<file path="src/rtl/cclut_lut_sched_pkg.sv">
// Shared definitions for the CCLUT lookup scheduler.
//   - Field widths of the pattern id, comparator code and ROM word
//   - Scheduler FSM state encoding
//   - Read tags that travel alongside each ROM read in flight
//   - ROM word field positions and slicing helpers
// The DIAG state exists only when CCLUT_DIAG_PORT_EN is defined.
package cclut_lut_sched_pkg;

    localparam int unsigned MXPIDB  = 4;   // pattern-id width
    localparam int unsigned MXPATC  = 12;  // comparator code width = ROM address width
    localparam int unsigned MXDATB  = 9;   // ROM word width
    localparam int unsigned MXOFFSB = 4;   // offset field width
    localparam int unsigned MXBNDB  = 5;   // bend field width

    localparam int unsigned OFFS_LSB = 5;
    localparam int unsigned BND_LSB  = 0;

`ifdef CCLUT_DIAG_PORT_EN
    typedef enum logic [1:0] {StIdle, StIssue0, StIssue1, StDiag} state_e;
`else
    typedef enum logic [1:0] {StIdle, StIssue0, StIssue1} state_e;
`endif

    typedef enum logic [1:0] {TAG_NONE, TAG_C0, TAG_C1, TAG_DG} tag_e;

    // blank marks a read whose pid has no ROM; its returned word is forced to 0
    typedef struct packed {
        tag_e tag;
        logic blank;
    } tag_ent_t;

    function automatic logic [MXOFFSB-1:0] word_offs(input logic [MXDATB-1:0] w);
        return w[OFFS_LSB +: MXOFFSB];
    endfunction

    function automatic logic [MXBNDB-1:0] word_bend(input logic [MXDATB-1:0] w);
        return w[BND_LSB +: MXBNDB];
    endfunction

endpackage

</file>
<file path="src/rtl/cclut_lut_sched_if.sv">
// Bus bundle of the CCLUT lookup scheduler.
//   Trigger side : trig_vld, pid00/pid01, carry00/carry01
//   ROM port     : lut_en, lut_pid, lut_adr (out), lut_rd (in)
//   Results      : out_vld, offs0/offs1, bend0/bend1, trig_ovf, ovf_cnt
//   Diagnostics  : diag_req, diag_pid, diag_adr (in), diag_ack, diag_data (out)
// master = the scheduler, slave = its environment (pattern finder, ROMs, slow control).
interface cclut_lut_sched_if;
    import cclut_lut_sched_pkg::*;

    logic              trig_vld;
    logic [MXPIDB-1:0] pid00;
    logic [MXPIDB-1:0] pid01;
    logic [MXPATC-1:0] carry00;
    logic [MXPATC-1:0] carry01;

    logic              lut_en;
    logic [MXPIDB-1:0] lut_pid;
    logic [MXPATC-1:0] lut_adr;
    logic [MXDATB-1:0] lut_rd;

    logic               out_vld;
    logic [MXOFFSB-1:0] offs0;
    logic [MXOFFSB-1:0] offs1;
    logic [MXBNDB-1:0]  bend0;
    logic [MXBNDB-1:0]  bend1;

    logic              diag_req;
    logic [MXPIDB-1:0] diag_pid;
    logic [MXPATC-1:0] diag_adr;
    logic              diag_ack;
    logic [MXDATB-1:0] diag_data;

    logic       trig_ovf;
    logic [7:0] ovf_cnt;

    modport master (
        input  trig_vld, pid00, pid01, carry00, carry01,
        output lut_en, lut_pid, lut_adr,
        input  lut_rd,
        output out_vld, offs0, offs1, bend0, bend1,
        input  diag_req, diag_pid, diag_adr,
        output diag_ack, diag_data,
        output trig_ovf, ovf_cnt
    );

    modport slave (
        output trig_vld, pid00, pid01, carry00, carry01,
        input  lut_en, lut_pid, lut_adr,
        output lut_rd,
        input  out_vld, offs0, offs1, bend0, bend1,
        output diag_req, diag_pid, diag_adr,
        input  diag_ack, diag_data,
        input  trig_ovf, ovf_cnt
    );

endinterface

</file>
<file path="src/rtl/cclut_lut_sched_tag_pipe.sv">
// cclut_tag_pipe: delay line carrying the tag of each ROM read in flight.
//   clock   : system clock
//   reset   : synchronous active-high, flushes every stage to TAG_NONE
//   tag_in  : tag of the read issued this clock (TAG_NONE when idle)
//   tag_out : tag_in delayed by DEPTH clocks
// Stage 0 is loaded on the same edge that launches lut_en, so stage k lines up
// with the k-th clock after the issue cycle.
module cclut_tag_pipe
    import cclut_lut_sched_pkg::*;
#(
    parameter int unsigned DEPTH = 2
) (
    input  logic     clock,
    input  logic     reset,
    input  tag_ent_t tag_in,
    output tag_ent_t tag_out
);

    tag_ent_t stage_q [DEPTH];

    always_ff @(posedge clock) begin
        if (reset) begin
            for (int i = 0; i < DEPTH; i++) begin
                stage_q[i] <= '{tag: TAG_NONE, blank: 1'b0};
            end
        end else begin
            stage_q[0] <= tag_in;
            for (int i = 1; i < DEPTH; i++) begin
                stage_q[i] <= stage_q[i-1];
            end
        end
    end

    assign tag_out = stage_q[DEPTH-1];

endmodule

</file>
<file path="src/rtl/cclut_lut_sched.sv">
// cclut_lut_sched: shares one CCLUT ROM read port between the two per-BX CLCT
// lookups and a slow-control diagnostic readback.
//   clock, reset : system clock, synchronous active-high reset
//   bus (master) : trigger capture, ROM port, offset/bend results, diag port,
//                  overflow flag and saturating drop counter
// Parameters: RD_LAT = ROM read latency (1..3), NPID = number of valid pids.
// Trigger latency is trig_vld at T -> out_vld at T+3+RD_LAT. Trigger reads have
// strict priority; diag reads only use idle slots, one outstanding at a time.
// Build option: define CCLUT_DIAG_PORT_EN to include the diagnostic readback;
// without it diag_req is ignored and diag_ack/diag_data are tied to 0.
module cclut_lut_sched
    import cclut_lut_sched_pkg::*;
#(
    parameter int unsigned RD_LAT = 1,
    parameter int unsigned NPID   = 5
) (
    input logic               clock,
    input logic               reset,
    cclut_lut_sched_if.master bus
);

    state_e            state_q, state_d;
    tag_e              issue_tag;
    logic [MXPIDB-1:0] issue_pid;
    logic [MXPATC-1:0] issue_adr;
    logic              trig_take;
    logic              trig_drop;

    logic              lut_en_q;
    logic [MXPIDB-1:0] lut_pid_q;
    logic [MXPATC-1:0] lut_adr_q;
    logic [MXPIDB-1:0] pid01_q;
    logic [MXPATC-1:0] carry01_q;
    logic              trig_ovf_q;
    logic [7:0]        ovf_cnt_q;

`ifdef CCLUT_DIAG_PORT_EN
    logic              diag_busy_q;
    logic              diag_ack_q;
    logic [MXDATB-1:0] diag_data_q;
`endif

    // ---------------------------------------------------------------
    // Issue decision
    // ---------------------------------------------------------------
    always_comb begin
        state_d   = StIdle;
        issue_tag = TAG_NONE;
        issue_pid = '0;
        issue_adr = '0;
        trig_take = 1'b0;
        trig_drop = 1'b0;
        unique case (state_q)
            StIssue0: begin
                // clct1 slot is committed; a trigger arriving now cannot be taken
                state_d   = StIssue1;
                issue_tag = TAG_C1;
                issue_pid = pid01_q;
                issue_adr = carry01_q;
                trig_drop = bus.trig_vld;
            end
            default: begin
                // Idle, Issue1 and Diag all accept a trigger, else a pending diag
                if (bus.trig_vld) begin
                    state_d   = StIssue0;
                    issue_tag = TAG_C0;
                    issue_pid = bus.pid00;
                    issue_adr = bus.carry00;
                    trig_take = 1'b1;
                end
`ifdef CCLUT_DIAG_PORT_EN
                else if (bus.diag_req && !diag_busy_q) begin
                    state_d   = StDiag;
                    issue_tag = TAG_DG;
                    issue_pid = bus.diag_pid;
                    issue_adr = bus.diag_adr;
                end
`endif
            end
        endcase
    end

    // ---------------------------------------------------------------
    // FSM with registered ROM-port and overflow outputs
    // ---------------------------------------------------------------
    always_ff @(posedge clock) begin
        if (reset) begin
            state_q    <= StIdle;
            lut_en_q   <= 1'b0;
            lut_pid_q  <= '0;
            lut_adr_q  <= '0;
            pid01_q    <= '0;
            carry01_q  <= '0;
            trig_ovf_q <= 1'b0;
            ovf_cnt_q  <= '0;
        end else begin
            state_q  <= state_d;
            lut_en_q <= (issue_tag != TAG_NONE);
            if (issue_tag != TAG_NONE) begin
                lut_pid_q <= issue_pid;
                lut_adr_q <= issue_adr;
            end
            if (trig_take) begin
                pid01_q   <= bus.pid01;
                carry01_q <= bus.carry01;
            end
            if (trig_drop) begin
                trig_ovf_q <= 1'b1;
                if (ovf_cnt_q != 8'hFF) begin
                    ovf_cnt_q <= ovf_cnt_q + 8'd1;
                end
            end
        end
    end

    assign bus.lut_en   = lut_en_q;
    assign bus.lut_pid  = lut_pid_q;
    assign bus.lut_adr  = lut_adr_q;
    assign bus.trig_ovf = trig_ovf_q;
    assign bus.ovf_cnt  = ovf_cnt_q;

    // ---------------------------------------------------------------
    // Tag pipe: tail lines up with the cycle lut_rd is valid
    // ---------------------------------------------------------------
    tag_ent_t push_ent;
    tag_ent_t tail_ent;

    assign push_ent = '{tag: issue_tag, blank: (32'(issue_pid) >= NPID)};

    cclut_tag_pipe #(
        .DEPTH (RD_LAT + 1)
    ) u_tag_pipe (
        .clock   (clock),
        .reset   (reset),
        .tag_in  (push_ent),
        .tag_out (tail_ent)
    );

    logic [MXDATB-1:0] rd_word;
    assign rd_word = tail_ent.blank ? '0 : bus.lut_rd;

    // ---------------------------------------------------------------
    // Result reassembly: clct0 word parked until clct1 returns
    // ---------------------------------------------------------------
    logic [MXDATB-1:0]  word0_q;
    logic               out_vld_q;
    logic [MXOFFSB-1:0] offs0_q, offs1_q;
    logic [MXBNDB-1:0]  bend0_q, bend1_q;

    always_ff @(posedge clock) begin
        if (reset) begin
            word0_q   <= '0;
            out_vld_q <= 1'b0;
            offs0_q   <= '0;
            offs1_q   <= '0;
            bend0_q   <= '0;
            bend1_q   <= '0;
        end else begin
            out_vld_q <= 1'b0;
            unique case (tail_ent.tag)
                TAG_C0: word0_q <= rd_word;
                TAG_C1: begin
                    out_vld_q <= 1'b1;
                    offs0_q   <= word_offs(word0_q);
                    bend0_q   <= word_bend(word0_q);
                    offs1_q   <= word_offs(rd_word);
                    bend1_q   <= word_bend(rd_word);
                end
                default: ;
            endcase
        end
    end

    assign bus.out_vld = out_vld_q;
    assign bus.offs0   = offs0_q;
    assign bus.offs1   = offs1_q;
    assign bus.bend0   = bend0_q;
    assign bus.bend1   = bend1_q;

    // ---------------------------------------------------------------
    // Diagnostic completion
    // ---------------------------------------------------------------
`ifdef CCLUT_DIAG_PORT_EN
    always_ff @(posedge clock) begin
        if (reset) begin
            diag_busy_q <= 1'b0;
            diag_ack_q  <= 1'b0;
            diag_data_q <= '0;
        end else begin
            // busy drops after the ack cycle so a still-held req is not reissued
            if (issue_tag == TAG_DG) begin
                diag_busy_q <= 1'b1;
            end else if (diag_ack_q) begin
                diag_busy_q <= 1'b0;
            end
            diag_ack_q  <= (tail_ent.tag == TAG_DG);
            diag_data_q <= (tail_ent.tag == TAG_DG) ? rd_word : '0;
        end
    end

    assign bus.diag_ack  = diag_ack_q;
    assign bus.diag_data = diag_data_q;
`else
    logic unused_diag;
    assign unused_diag   = ^{bus.diag_req, bus.diag_pid, bus.diag_adr};
    assign bus.diag_ack  = 1'b0;
    assign bus.diag_data = '0;
`endif

endmodule

</file>
<file path="src/flat_wrapper.sv">
// flat-port wrapper written by rule: the top's interface ports become plain ports
module cclut_lut_sched_flat import cclut_lut_sched_pkg::*;
#(
    parameter int unsigned RD_LAT = 1,
    parameter int unsigned NPID   = 5
)
  (clock, reset, bus_trig_vld, bus_pid00, bus_pid01, bus_carry00, bus_carry01, bus_lut_en, bus_lut_pid, bus_lut_adr, bus_lut_rd, bus_out_vld, bus_offs0, bus_offs1, bus_bend0, bus_bend1, bus_diag_req, bus_diag_pid, bus_diag_adr, bus_diag_ack, bus_diag_data, bus_trig_ovf, bus_ovf_cnt);
  cclut_lut_sched_if bus_i ();
  input logic clock;
  input logic reset;
  input wire logic [$bits(bus_i.trig_vld)-1:0] bus_trig_vld;
  input wire logic [$bits(bus_i.pid00)-1:0] bus_pid00;
  input wire logic [$bits(bus_i.pid01)-1:0] bus_pid01;
  input wire logic [$bits(bus_i.carry00)-1:0] bus_carry00;
  input wire logic [$bits(bus_i.carry01)-1:0] bus_carry01;
  output wire logic [$bits(bus_i.lut_en)-1:0] bus_lut_en;
  output wire logic [$bits(bus_i.lut_pid)-1:0] bus_lut_pid;
  output wire logic [$bits(bus_i.lut_adr)-1:0] bus_lut_adr;
  input wire logic [$bits(bus_i.lut_rd)-1:0] bus_lut_rd;
  output wire logic [$bits(bus_i.out_vld)-1:0] bus_out_vld;
  output wire logic [$bits(bus_i.offs0)-1:0] bus_offs0;
  output wire logic [$bits(bus_i.offs1)-1:0] bus_offs1;
  output wire logic [$bits(bus_i.bend0)-1:0] bus_bend0;
  output wire logic [$bits(bus_i.bend1)-1:0] bus_bend1;
  input wire logic [$bits(bus_i.diag_req)-1:0] bus_diag_req;
  input wire logic [$bits(bus_i.diag_pid)-1:0] bus_diag_pid;
  input wire logic [$bits(bus_i.diag_adr)-1:0] bus_diag_adr;
  output wire logic [$bits(bus_i.diag_ack)-1:0] bus_diag_ack;
  output wire logic [$bits(bus_i.diag_data)-1:0] bus_diag_data;
  output wire logic [$bits(bus_i.trig_ovf)-1:0] bus_trig_ovf;
  output wire logic [$bits(bus_i.ovf_cnt)-1:0] bus_ovf_cnt;
  assign bus_i.trig_vld = bus_trig_vld;
  assign bus_i.pid00 = bus_pid00;
  assign bus_i.pid01 = bus_pid01;
  assign bus_i.carry00 = bus_carry00;
  assign bus_i.carry01 = bus_carry01;
  assign bus_lut_en = bus_i.lut_en;
  assign bus_lut_pid = bus_i.lut_pid;
  assign bus_lut_adr = bus_i.lut_adr;
  assign bus_i.lut_rd = bus_lut_rd;
  assign bus_out_vld = bus_i.out_vld;
  assign bus_offs0 = bus_i.offs0;
  assign bus_offs1 = bus_i.offs1;
  assign bus_bend0 = bus_i.bend0;
  assign bus_bend1 = bus_i.bend1;
  assign bus_i.diag_req = bus_diag_req;
  assign bus_i.diag_pid = bus_diag_pid;
  assign bus_i.diag_adr = bus_diag_adr;
  assign bus_diag_ack = bus_i.diag_ack;
  assign bus_diag_data = bus_i.diag_data;
  assign bus_trig_ovf = bus_i.trig_ovf;
  assign bus_ovf_cnt = bus_i.ovf_cnt;
  cclut_lut_sched #(.RD_LAT(RD_LAT), .NPID(NPID)) u_core (.clock(clock), .reset(reset), .bus(bus_i));
endmodule
</file>
<file path="config.mk">
export PLATFORM = sky130hd
export DESIGN_NAME = cclut_lut_sched_flat
export DESIGN_NICKNAME = d
export VERILOG_FILES = /design/src/rtl/cclut_lut_sched_pkg.sv /design/src/rtl/cclut_lut_sched_if.sv /design/src/rtl/cclut_lut_sched_tag_pipe.sv /design/src/rtl/cclut_lut_sched.sv /design/src/flat_wrapper.sv
export SDC_FILE = /design/constraint.sdc
export NUM_CORES = 1
export LEC_CHECK = 0
export CAP_MARGIN = 20
export CORE_MARGIN = 3
export CORE_UTILIZATION = 30
export CTS_BUF_LIST = sky130_fd_sc_hd__clkbuf_8
export DETAILED_ROUTE_END_ITERATION = 7
export MAX_ROUTING_LAYER = met4
export PLACE_DENSITY = 0.59
export SYNTH_ARGS = -nofsm -noshare
export SYNTH_HDL_FRONTEND = slang
export SYNTH_SLANG_ARGS = --single-unit
</file>
<file path="constraint.sdc">
create_clock -name clock -period 1.6 [get_ports clock]
set_input_delay 0.32 -clock clock [delete_from_list [all_inputs] [get_ports clock]]
set_output_delay 0.32 -clock clock [all_outputs]
set_load 0.03 [all_outputs]
</file>
## After elaboration in Yosys (flattened, before gate mapping)

Memories as Yosys holds them, arrays and structs flattened.
Index checks and enable logic that the tools add are counted.

- $add $sub $neg: 1
- Multipliers: 0
- Divide/modulo/power cells: 0
- Magnitude comparators: 1
- Eq/ne operators: 4
- Shifts and indexed selects: 0
- Mux-type cells: 16
- Bitwise logic cells: 2
- Reductions and logical operators: 2

Operators by type and width:

| cell | number |
|---|---|
| two-way mux 12 bit | 2 |
| two-way mux 9 bit | 1 |
| adder 8 x 1 -> 8 bit (second input constant) | 1 |
| two-way mux 1 bit | 8 |
| two-way mux 4 bit | 2 |
| != test 8 bit (second input constant) | 1 |
| two-way mux 3 bit | 2 |
| equality test 2 x 1 -> 1 bit (second input constant) | 2 |
| greater-or-equal comparator 4 x 3 -> 1 bit (second input constant) | 1 |
| equality test 2 bit (second input constant) | 1 |
| two-way mux 2 bit | 1 |
| OR 1 bit | 2 |
| AND reduction 2 bit | 1 |
| nonzero test 2 bit | 1 |

- Flip-flop bits (word level): 72
- Latch bits: 0
- Memory bits (writable): 6
- Bits in read-only memories: 0
- Output and inout port bits: 55
- Memories: 1

Memories:

| name | depth | bits a word | read ports | clocked after Yosys merged registers in | wr ports | RTL line | RTL |
|---|---|---|---|---|---|---|---|
| u_core.u_tag_pipe.stage_q | 2 | 3 | 2 | 0 | 2 | cclut_lut_sched_tag_pipe.sv:19 | `tag_ent_t stage_q [DEPTH];` |

## Logic depth before layout (Yosys ltp)

Gate-level depths: netlist of the first run.

- Depth after elaboration: 4
- Gate-level depth with buffers: 5
- Depth with buffers taken out: 4

## By module

Synthesis of the first run repeated with hierarchy kept, for this count alone.

- Cell total of the unflattened synthesis: 359
- Area total of the unflattened synthesis: 3,061.7 µm²

Modules (own cells, without submodules):

| module | times used | cells each | area an instance (µm²) |
|---|---|---|---|
| cclut_lut_sched | 1 | 344 | 2,881.5 |
| cclut_tag_pipe | 1 | 15 | 180.2 |

## Worst setup path before layout of the first run

OpenSTA, ideal clock, no wires.

- Kind: reg2reg
- Start: register u_core.ovf_cnt_q[0], in the netlist u_core.bus.ovf_cnt[0]
- End: register u_core.ovf_cnt_q[2], in the netlist u_core.bus.ovf_cnt[2]
- Data arrival time: 1,537 ps
- Data required time: 1,479 ps
- Slack: -57 ps
- Cell stages (with the launch flop): 6
- Path buffers: 1
- Period minus slack after synthesis: 1,657 ps
- Cells stage by stage: dfxtp_1 ha_1 and4_1 buf_2 a211oi_2 mux2_2

- Cells in the longest elaborated chain, start to end: 2

Ends and longest elaborated chain:

| element | RTL line | RTL |
|---|---|---|
| from (decl) | cclut_lut_sched.sv:35 | `logic [7:0] ovf_cnt_q;` |
| from (signal assigned) | cclut_lut_sched.sv:110 | `ovf_cnt_q <= ovf_cnt_q + 8'd1;` |
| parallel branches: the longest is 2 deep, another holds adder 8 x 1 -> 8 bit | -- |  |

Parallel ways; which one is timed is not known.
A chain may end at the register's enable or synchronous reset.

## Worst setup path after layout of the first run

- Start: register u_core.ovf_cnt_q[6], in the netlist u_core.bus.ovf_cnt[6]
- End: output bus_ovf_cnt[6]

RTL lines:

| element | RTL line | RTL |
|---|---|---|
| to (decl) | flat_wrapper.sv:31 | `output wire logic [$bits(bus_i.ovf_cnt)-1:0] bus_ovf_cnt;` |

No word-level cell between the ends.

==> results.json, run 1 <==
{
  "status": "completed",
  "syn_area_per_cell_sq_um": 8.71,
  "power.leakage_nw": 1.78,
  "hpwl_microns": 5290,
  "worstPathArrival_ns": 1.19,
  "path_max_fanout": 5,
  "core_area_sq_um": 10000,
  "antennaDiodeCount": 0,
  "grt_max_degree": 35,
  "drtAntennaViolNets": 0,
  "ys_top_cells_by_count": "76 x dfxtp_1, 55 x nand2_1, 47 x a21oi_1, 21 x nor2_1, 19 x nor2b_1",
  "dpl_cell_area_sq_um": 4100,
  "cp_slowest_stage_delay_ns": 0.46,
  "cts_post_setup_buffers_inserted": 0,
  "grt_pass1_vias": 2572,
  "ios": 116,
  "p_sw_share_pct": 26.5,
  "crit_chain": "dlygate4sd2_1",
  "fin_tns_setup_ns": 0,
  "synth-edff-count": 0,
  "p_sw_mw": 1.07,
  "reg2reg_to": "u_core.bus.ovf_cnt[2]$_SDFFE_PP0P_",
  "drv_slew": 0,
  "ys.flop_type": "dfxtp_1",
  "fin_crit_sh_pct": 94.4,
  "dr.pass1.iters": 4,
  "finalSetupViolCount": 0,
  "hold_depth": 3,
  "dieArea_sq_um": 11800,
  "grt_pass1_wl_microns": 12000,
  "clkTransAtPathRegs_ns": 0.08,
  "via_per_inst": 4.66,
  "vias": 2701,
  "endpoint_kind": "output port",
  "powerDensity_nw_per_um2": 951,
  "synth.most_common_cell": "dfxtp_1",
  "worstHoldEndpoint": "u_core.bus.ovf_cnt[3]$_SDFFE_PP0P_",
  "start_util_pct": 31.5,
  "clkPwrFrac_pct": 36.4,
  "hold_viol": 0,
  "final_cell_area_sq_um": 4250,
  "synth-seq-cells": 76,
  "finClkSkew_ns": 0.00890,
  "yosys-top-cells-area": "dfxtp_1 48%, a21oi_1 7.5%, nand2_1 6.5%, mux2i_1 5.4%, a211oi_1 4.0%",
  "fillers": 1051,
  "reg2reg_depth": 4,
  "cts_tree": "done",
  "overflow": 0,
  "portBuffers": 88,
  "yosysWarnings": 0,
  "crit_family": "buffers and inverters",
  "htree_levels": 3,
  "crit-reg2reg-launch": "u_core.bus.ovf_cnt[0]$_SDFFE_PP0P_",
  "syn_inst": 362,
  "nets": 504,
  "cts_buffer_depth": 2,
  "start_kind": "flop",
  "grt_use_total_pct": 13.0,
  "ir_worst_vdd_mv": 0.414,
  "clock_latency_ns": 0.34,
  "synth_area_sq_um": 3150,
  "critical_path.slowest_cell": "dlygate4sd2_1",
  "fp-row-count": 36,
  "combPwrFrac_pct": 13.7,
  "stdcell_count": 580,
  "drive_gt1_share_pct": 9.17,
  "internal_power_mw": 2.97,
  "rsz0062_at_grt": "no",
  "hold_path_class": "in2reg",
  "drt_iter0_markers": 103,
  "wl_per_cell_microns": 12.7,
  "crit_buf_inv": 1,
  "drc": 0,
  "final_core_util_pct": 42.5,
  "synth_top_area_cell": "dfxtp_1",
  "required_ns": 1.28,
  "min_period_ns": 1.51,
  "dieHeight_microns": 109,
  "r2r_setup_slack_ns": 0.14,
  "antenna_found_initial": 0,
  "wl_microns": 7380,
  "area_growth_pct": 34.8,
  "cts_hold_buf": 0,
  "async_flop_share_pct": 0,
  "cts-root-buf": "clkbuf_8",
  "p_seq_share_pct": 50.0,
  "synth_cell_types": 40,
  "synth-seq-area-share_pct": 48.3,
  "cts.sinks": 76,
  "max-cap-violations": 0,
  "max_freq_mhz": 662,
  "crit_type": "reg2out",
  "cts_made_buffers": 9,
  "dp_cells": 564,
  "die_x_microns": 109,
  "synth_top_cell_area_share_pct": 48.3,
  "gp_congestion": 0.784,
  "worstHoldStart": "reset"
}
==> sequential cells by signal (all words and copies together) (netlist names) <==
signal and cells:
u_core.bus.bend0 5, u_core.bus.bend1 5, u_core.bus.lut_adr 12, u_core.bus.lut_en 1, u_core.bus.lut_pid 4, u_core.bus.offs0 4
u_core.bus.offs1 4, u_core.bus.out_vld 1, u_core.bus.ovf_cnt 8, u_core.bus.trig_ovf 1, u_core.carry01_q 12, u_core.pid01_q 4
u_core.state_q 1, u_core.u_tag_pipe.stage_q 5, u_core.word0_q 9
==> cell families (layout without fill, tap and decap cells) <==
kind of cell,Yosys count,after routing,share of synthesized area [%]
and+or+nand+nor,126,126,19.1
AOI/OAI and AO/OA,93,93,17.8
DFF,76,76,48.3
buffers and inverters,45,121,7.90
muxes,20,20,6.47
adders and majority gates,1,1,0.397
other,1,10,0.119
==> layout make-up <==
| type | instances | area [sq um] | share of cell area, % |
|---|---|---|---|
| well taps | 133 | 166 | 3.92 |
| repair buffers | 100 | 918 | 21.6 |
| clock buffers | 10 | 138 | 3.24 |
| flip-flops and latches | 76 | 1520 | 35.9 |
| inverters | 5 | 18.8 | 0.442 |
| clock inverters | 6 | 63.8 | 1.50 |
| multi-input cells | 250 | 1420 | 33.4 |
==> per-layer routing <==
metal  wire length, microns  part of all wire, %  global-route usage [%]  up-vias
met5                      0                    0                       -        -
met4                     61                 0.83                    3.52        0
met3                    545                  7.4                    4.66        9
met2                   3310                   45                    19.9       81
met1                   3470                   47                    16.4     1234
li1                       -                    -                       -     1377
==> repair_timing <==
item / CTS / global route
endpoints found under the hold margin: 0 / 0
setup endpoints to repair: 45 / 3
pin swaps: 0 / 0
resized for setup: 45 / 3
==> power groups by stage <==
| stage | registers [mW] | clock network, mW | logic, mW |
|---|---|---|---|
| CTS | 2.02 | 1.52 | 0.559 |
| finish | 2.02 | 1.47 | 0.552 |
| global placement | 2.06 | 0 | 0.587 |
| floorplan | 2.14 | 0 | 0.274 |
| global route | 2.03 | 1.61 | 0.603 |
| detailed placement | 2.06 | 0 | 0.586 |
==> how the worst max path moves through the flow <==
stage | slack [ns] | cells past startpoint | from | endpoint
final | 0.09 | 1 | u_core.bus.ovf_cnt[6]$_SDFFE_PP0P_ | bus_ovf_cnt[6]
after global routing | 0.02 | 1 | u_core.bus.ovf_cnt[5]$_SDFFE_PP0P_ | bus_ovf_cnt[5]
after CTS | 0.05 | 4 | u_core.bus.ovf_cnt[0]$_SDFFE_PP0P_ | u_core.bus.ovf_cnt[2]$_SDFFE_PP0P_
after detailed placement | 0.06 | 4 | u_core.bus.ovf_cnt[0]$_SDFFE_PP0P_ | u_core.bus.ovf_cnt[2]$_SDFFE_PP0P_
after global placement | 0.08 | 4 | u_core.bus.ovf_cnt[0]$_SDFFE_PP0P_ | u_core.bus.ovf_cnt[2]$_SDFFE_PP0P_
after floorplan | 0.03 | 5 | u_core.bus.ovf_cnt[0]$_SDFFE_PP0P_ | u_core.bus.ovf_cnt[2]$_SDFFE_PP0P_
==> cells in the final DEF, fill, tap and decap left out, types with 2 or more instances in the layout <==
| cell | n |
|---|---|
| a211oi_1 | 17 |
| a211oi_2 | 2 |
| a21oi_1 | 47 |
| a41oi_1 | 2 |
| buf_2 | 2 |
| buf_4 | 11 |
| clkbuf_8 | 10 |
| clkdlybuf4s50_1 | 41 |
| clkinv_2 | 2 |
| clkinvlp_4 | 2 |
| conb_1 | 10 |
| dfxtp_1 | 74 |
| dfxtp_2 | 2 |
| dlygate4sd2_1 | 44 |
| inv_1 | 5 |
| mux2_2 | 2 |
| mux2i_1 | 17 |
| nand2_1 | 55 |
| nand2b_1 | 4 |
| nand3_1 | 16 |
| nor2_1 | 21 |
| nor2b_1 | 19 |
| o21ai_0 | 17 |
==> metrics by stage <==
step           power (mW)  hold slack, ns  worst slack (ns)
2_1_floorplan        2.42           0.414            0.0276
3_3_place_gp         2.65           0.436            0.0822
3_5_place_dp         2.65           0.445            0.0623
4_1_cts              4.10           0.370            0.0495
5_1_grt              4.24           0.400            0.0151
6_report             4.04           0.380            0.0895
Note: power is estimated with default switching activity, not from simulation.
==> run 2, diff against run 1 <==
--- a/config.mk
+++ b/config.mk
@@ -5,13 +5,15 @@
 export SDC_FILE = /design/constraint.sdc
 export NUM_CORES = 1
 export LEC_CHECK = 0
+export ABC_AREA = 1
 export CAP_MARGIN = 20
 export CORE_MARGIN = 3
 export CORE_UTILIZATION = 30
 export CTS_BUF_LIST = sky130_fd_sc_hd__clkbuf_8
 export DETAILED_ROUTE_END_ITERATION = 7
+export DONT_BUFFER_PORTS = 1
 export MAX_ROUTING_LAYER = met4
-export PLACE_DENSITY = 0.59
+export PLACE_DENSITY = 0.45
 export SYNTH_ARGS = -nofsm -noshare
 export SYNTH_HDL_FRONTEND = slang
 export SYNTH_SLANG_ARGS = --single-unit
==> results.json, run 2 <==
{
  "dp_cells": 516,
  "crit_family": "simple AND/OR/NAND/NOR gates",
  "critical_path.slowest_cell": "dfxtp_1",
  "wl_microns": 7250,
  "min_period_ns": 1.38,
  "crit_cells": 7,
  "setup_slack_ns": 0.219,
  "r2r_setup_slack_ns": 0.22,
  "fin_tns_setup_ns": 0,
  "vias": 2409,
  "hold_path_class": "in2reg",
  "antenna_found_initial": 0,
  "layout.area.seq_sq_um": 1520,
  "fillers": 1028,
  "rsz0062_at_grt": "no",
  "stdcell_count": 532,
  "syn_inst": 392,
  "synth-seq-area-share_pct": 51.3,
  "status": "completed",
  "ys.flop_type": "dfxtp_1",
  "area_growth_pct": 11.6,
  "dieHeight_microns": 105,
  "clkPwrFrac_pct": 38.7,
  "ir_worst_vdd_mv": 0.418,
  "fin_crit_sh_pct": 86.3,
  "powerDensity_nw_per_um2": 1200,
  "synth_top_cell_area_share_pct": 51.3,
  "die_x_microns": 105,
  "start_kind": "flop",
  "power.leakage_nw": 1.40,
  "combPwrFrac_pct": 7.4,
  "finalSetupViolCount": 0,
  "drv_slew": 0,
  "hpwl_microns": 5060,
  "p_seq_share_pct": 53.9,
  "grt_max_degree": 34,
  "p_sw_share_pct": 28.6,
  "htree_levels": 3,
  "ios": 116,
  "synth_cell_types": 26,
  "drive_gt1_share_pct": 10.2,
  "max_freq_mhz": 724,
  "final_common_cell": "nor2_1",
  "antennaDiodeCount": 0,
  "crit_buf_inv": 1,
  "crit_chain": "inv_2, nor2_4, nand2_2, nor2_1, nand2_1, o21ai_1, nor2_1",
  "worst_path_most_repeated_cell": "nor2_1",
  "start_util_pct": 31.5,
  "clkTransAtPathRegs_ns": 0.09,
  "cts_hold_buf": 0,
  "reg2reg_to": "u_core.bus.ovf_cnt[4]$_SDFFE_PP0P_",
  "reg2reg_depth": 7,
  "slew_headroom_pct": 66.4,
  "nets": 460,
  "final_cell_mix": "100 x nor2_1, 76 x dfxtp_1, 62 x nand2_1",
  "finClkSkew_ns": 0.0127,
  "p_total_mw": 3.96,
  "drtAntennaViolNets": 0,
  "grt_pass1_vias": 2276,
  "grt_use_total_pct": 13.7,
  "syn_area_per_cell_sq_um": 7.56,
  "path_max_fanout": 9,
  "ys_top_cells_by_count": "100 x nor2_1, 76 x dfxtp_1, 62 x nand2_1, 44 x o21ai_0, 21 x inv_1",
  "yosysWarnings": 0,
  "synth_area_sq_um": 2960,
  "worstPathArrival_ns": 1.63,
  "endpoint_kind": "flop",
  "synth-seq-cells": 76,
  "worst_pin_slew_ns": 0.504,
  "preCtsSetupSlack_ns": 0.186,
  "clock_latency_ns": 0.35,
  "wl_per_cell_microns": 13.6,
  "max-cap-violations": 0,
  "cts_post_setup_buffers_inserted": 0,
  "fp-row-count": 35,
  "p_sw_mw": 1.13,
  "cts_resized": 0,
  "grt_pass1_wl_microns": 11600,
  "hold_viol": 0,
  "cts_tree": "done",
  "async_flop_share_pct": 0,
  "core_area_sq_um": 9420,
  "cp_slowest_stage_delay_ns": 0.38,
  "cts_buffer_depth": 2,
  "drt_iter0_markers": 61,
  "dr.pass1.iters": 4,
  "final_cell_area_sq_um": 3310,
  "required_ns": 1.85,
  "cts_made_buffers": 9,
  "critPathLaunch": "u_core.state_q[0]$_SDFF_PP0_",
  "internal_power_mw": 2.83,
  "overflow": 0,
  "synth-edff-count": 0,
  "cts.sinks": 76,
  "via_per_inst": 4.53,
  "dieArea_sq_um": 11100,
  "synth.most_common_cell": "nor2_1",
  "portBuffers": 0,
  "multi_input_area_sq_um": 1200,
  "cts-root-buf": "clkbuf_8",
  "drc": 0,
  "gp_congestion": 0.750,
  "crit_type": "reg2reg",
  "synth_top_area_cell": "dfxtp_1",
  "dpl_cell_area_sq_um": 3100,
  "yosys-top-cells-area": "dfxtp_1 51%, nor2_1 13%, nand2_1 7.9%, o21ai_0 7.4%, a21oi_1 3.4%",
  "crit_end": "u_core.bus.ovf_cnt[4]$_SDFFE_PP0P_",
  "crit-reg2reg-launch": "u_core.state_q[0]$_SDFF_PP0_"
}
## run 2: cell count changes in the layout (fill, tap and decap cells not counted), moves of 4 or more
| cell | previous run | this run |
|---|---|---|
| a211oi_1 | 17 | 0 |
| a21oi_1 | 47 | 20 |
| a31oi_1 | 0 | 11 |
| clkdlybuf4s50_1 | 41 | 0 |
| dlygate4sd2_1 | 44 | 0 |
| inv_1 | 5 | 21 |
| mux2i_1 | 17 | 0 |
| nand2_1 | 55 | 62 |
| nand2b_1 | 4 | 0 |
| nand3_1 | 16 | 9 |
| nor2_1 | 21 | 100 |
| nor2b_1 | 19 | 0 |
| o21ai_0 | 17 | 44 |
## run 2: how the worst min path moves through the flow
stage / slack (ns) / startpoint / to / cells past startpoint
3_3_place_gp: 0.40 / reset / u_core.bus.lut_pid[3]$_SDFFE_PP0P_ / 1
2_1_floorplan: 0.39 / u_core.u_tag_pipe.stage_q[0][0]$_SDFF_PP0_ / u_core.u_tag_pipe.stage_q[0][3]$_SDFF_PP0_ / 2
4_1_cts: 0.009 / reset / u_core.bus.out_vld$_SDFF_PP0_ / 1
3_5_place_dp: 0.40 / reset / u_core.bus.lut_adr[4]$_SDFFE_PP0P_ / 1
5_1_grt: 0.01 / reset / u_core.bus.out_vld$_SDFF_PP0_ / 1
6_report: 0.04 / reset / u_core.bus.out_vld$_SDFF_PP0_ / 1
## run 2: routing by layer
layer	global-route usage [%]	up-vias	wire length [microns]
met1	17.1	1093	3490
met3	4.78	10	479
li1	-	1247	-
met4	5.90	0	127
met5	-	-	0
met2	20.0	59	3160
## run 2: cell type report
cell class / instances / area share, %
multi-input cells: 272 / 36.3
clock buffers: 9 / 3.74
well taps: 129 / 4.88
flip-flops and latches: 76 / 46.0
inverters: 25 / 2.99
clock inverters: 7 / 2.50
repair buffers: 14 / 3.56
## run 2: stage by stage
| step | hold WS (ns) | util [%] |
|---|---|---|
| final | 0.0424 | 35.1 |
| after detailed placement | 0.398 | 32.9 |
| after global placement | 0.396 | 32.9 |
| after CTS | 0.00852 | 35.1 |
| after floorplan | 0.388 | - |
| after global routing | 0.00997 | 35.1 |
## run 2: power by group through the flow
stage	registers, mW	logic [mW]	clock network (mW)
after floorplan	2.16	0.269	0
after global placement	2.18	0.293	0
after detailed placement	2.18	0.298	0
after CTS	2.13	0.298	1.59
after global routing	2.15	0.339	1.67
final	2.13	0.293	1.53
## run 2: cell families (layout without fill, tap and decap cells)
group	after synthesis	count (layout)	synth area share [%]
AND/OR/NAND/NOR	182	182	24.9
AO/OA/AOI/OAI	79	79	13.9
flip-flops	76	76	51.3
buffers and inverters	53	55	9.24
adder cells (fa/ha/maj)	1	1	0.422
other	1	10	0.127
==> run 3, diff against run 2 <==
--- a/config.mk
+++ b/config.mk
@@ -6,7 +6,6 @@
 export NUM_CORES = 1
 export LEC_CHECK = 0
 export ABC_AREA = 1
-export CAP_MARGIN = 20
 export CORE_MARGIN = 3
 export CORE_UTILIZATION = 30
 export CTS_BUF_LIST = sky130_fd_sc_hd__clkbuf_8
==> results of run 3 <==
Final layout, timing and power as in run 2 (identical DEF).
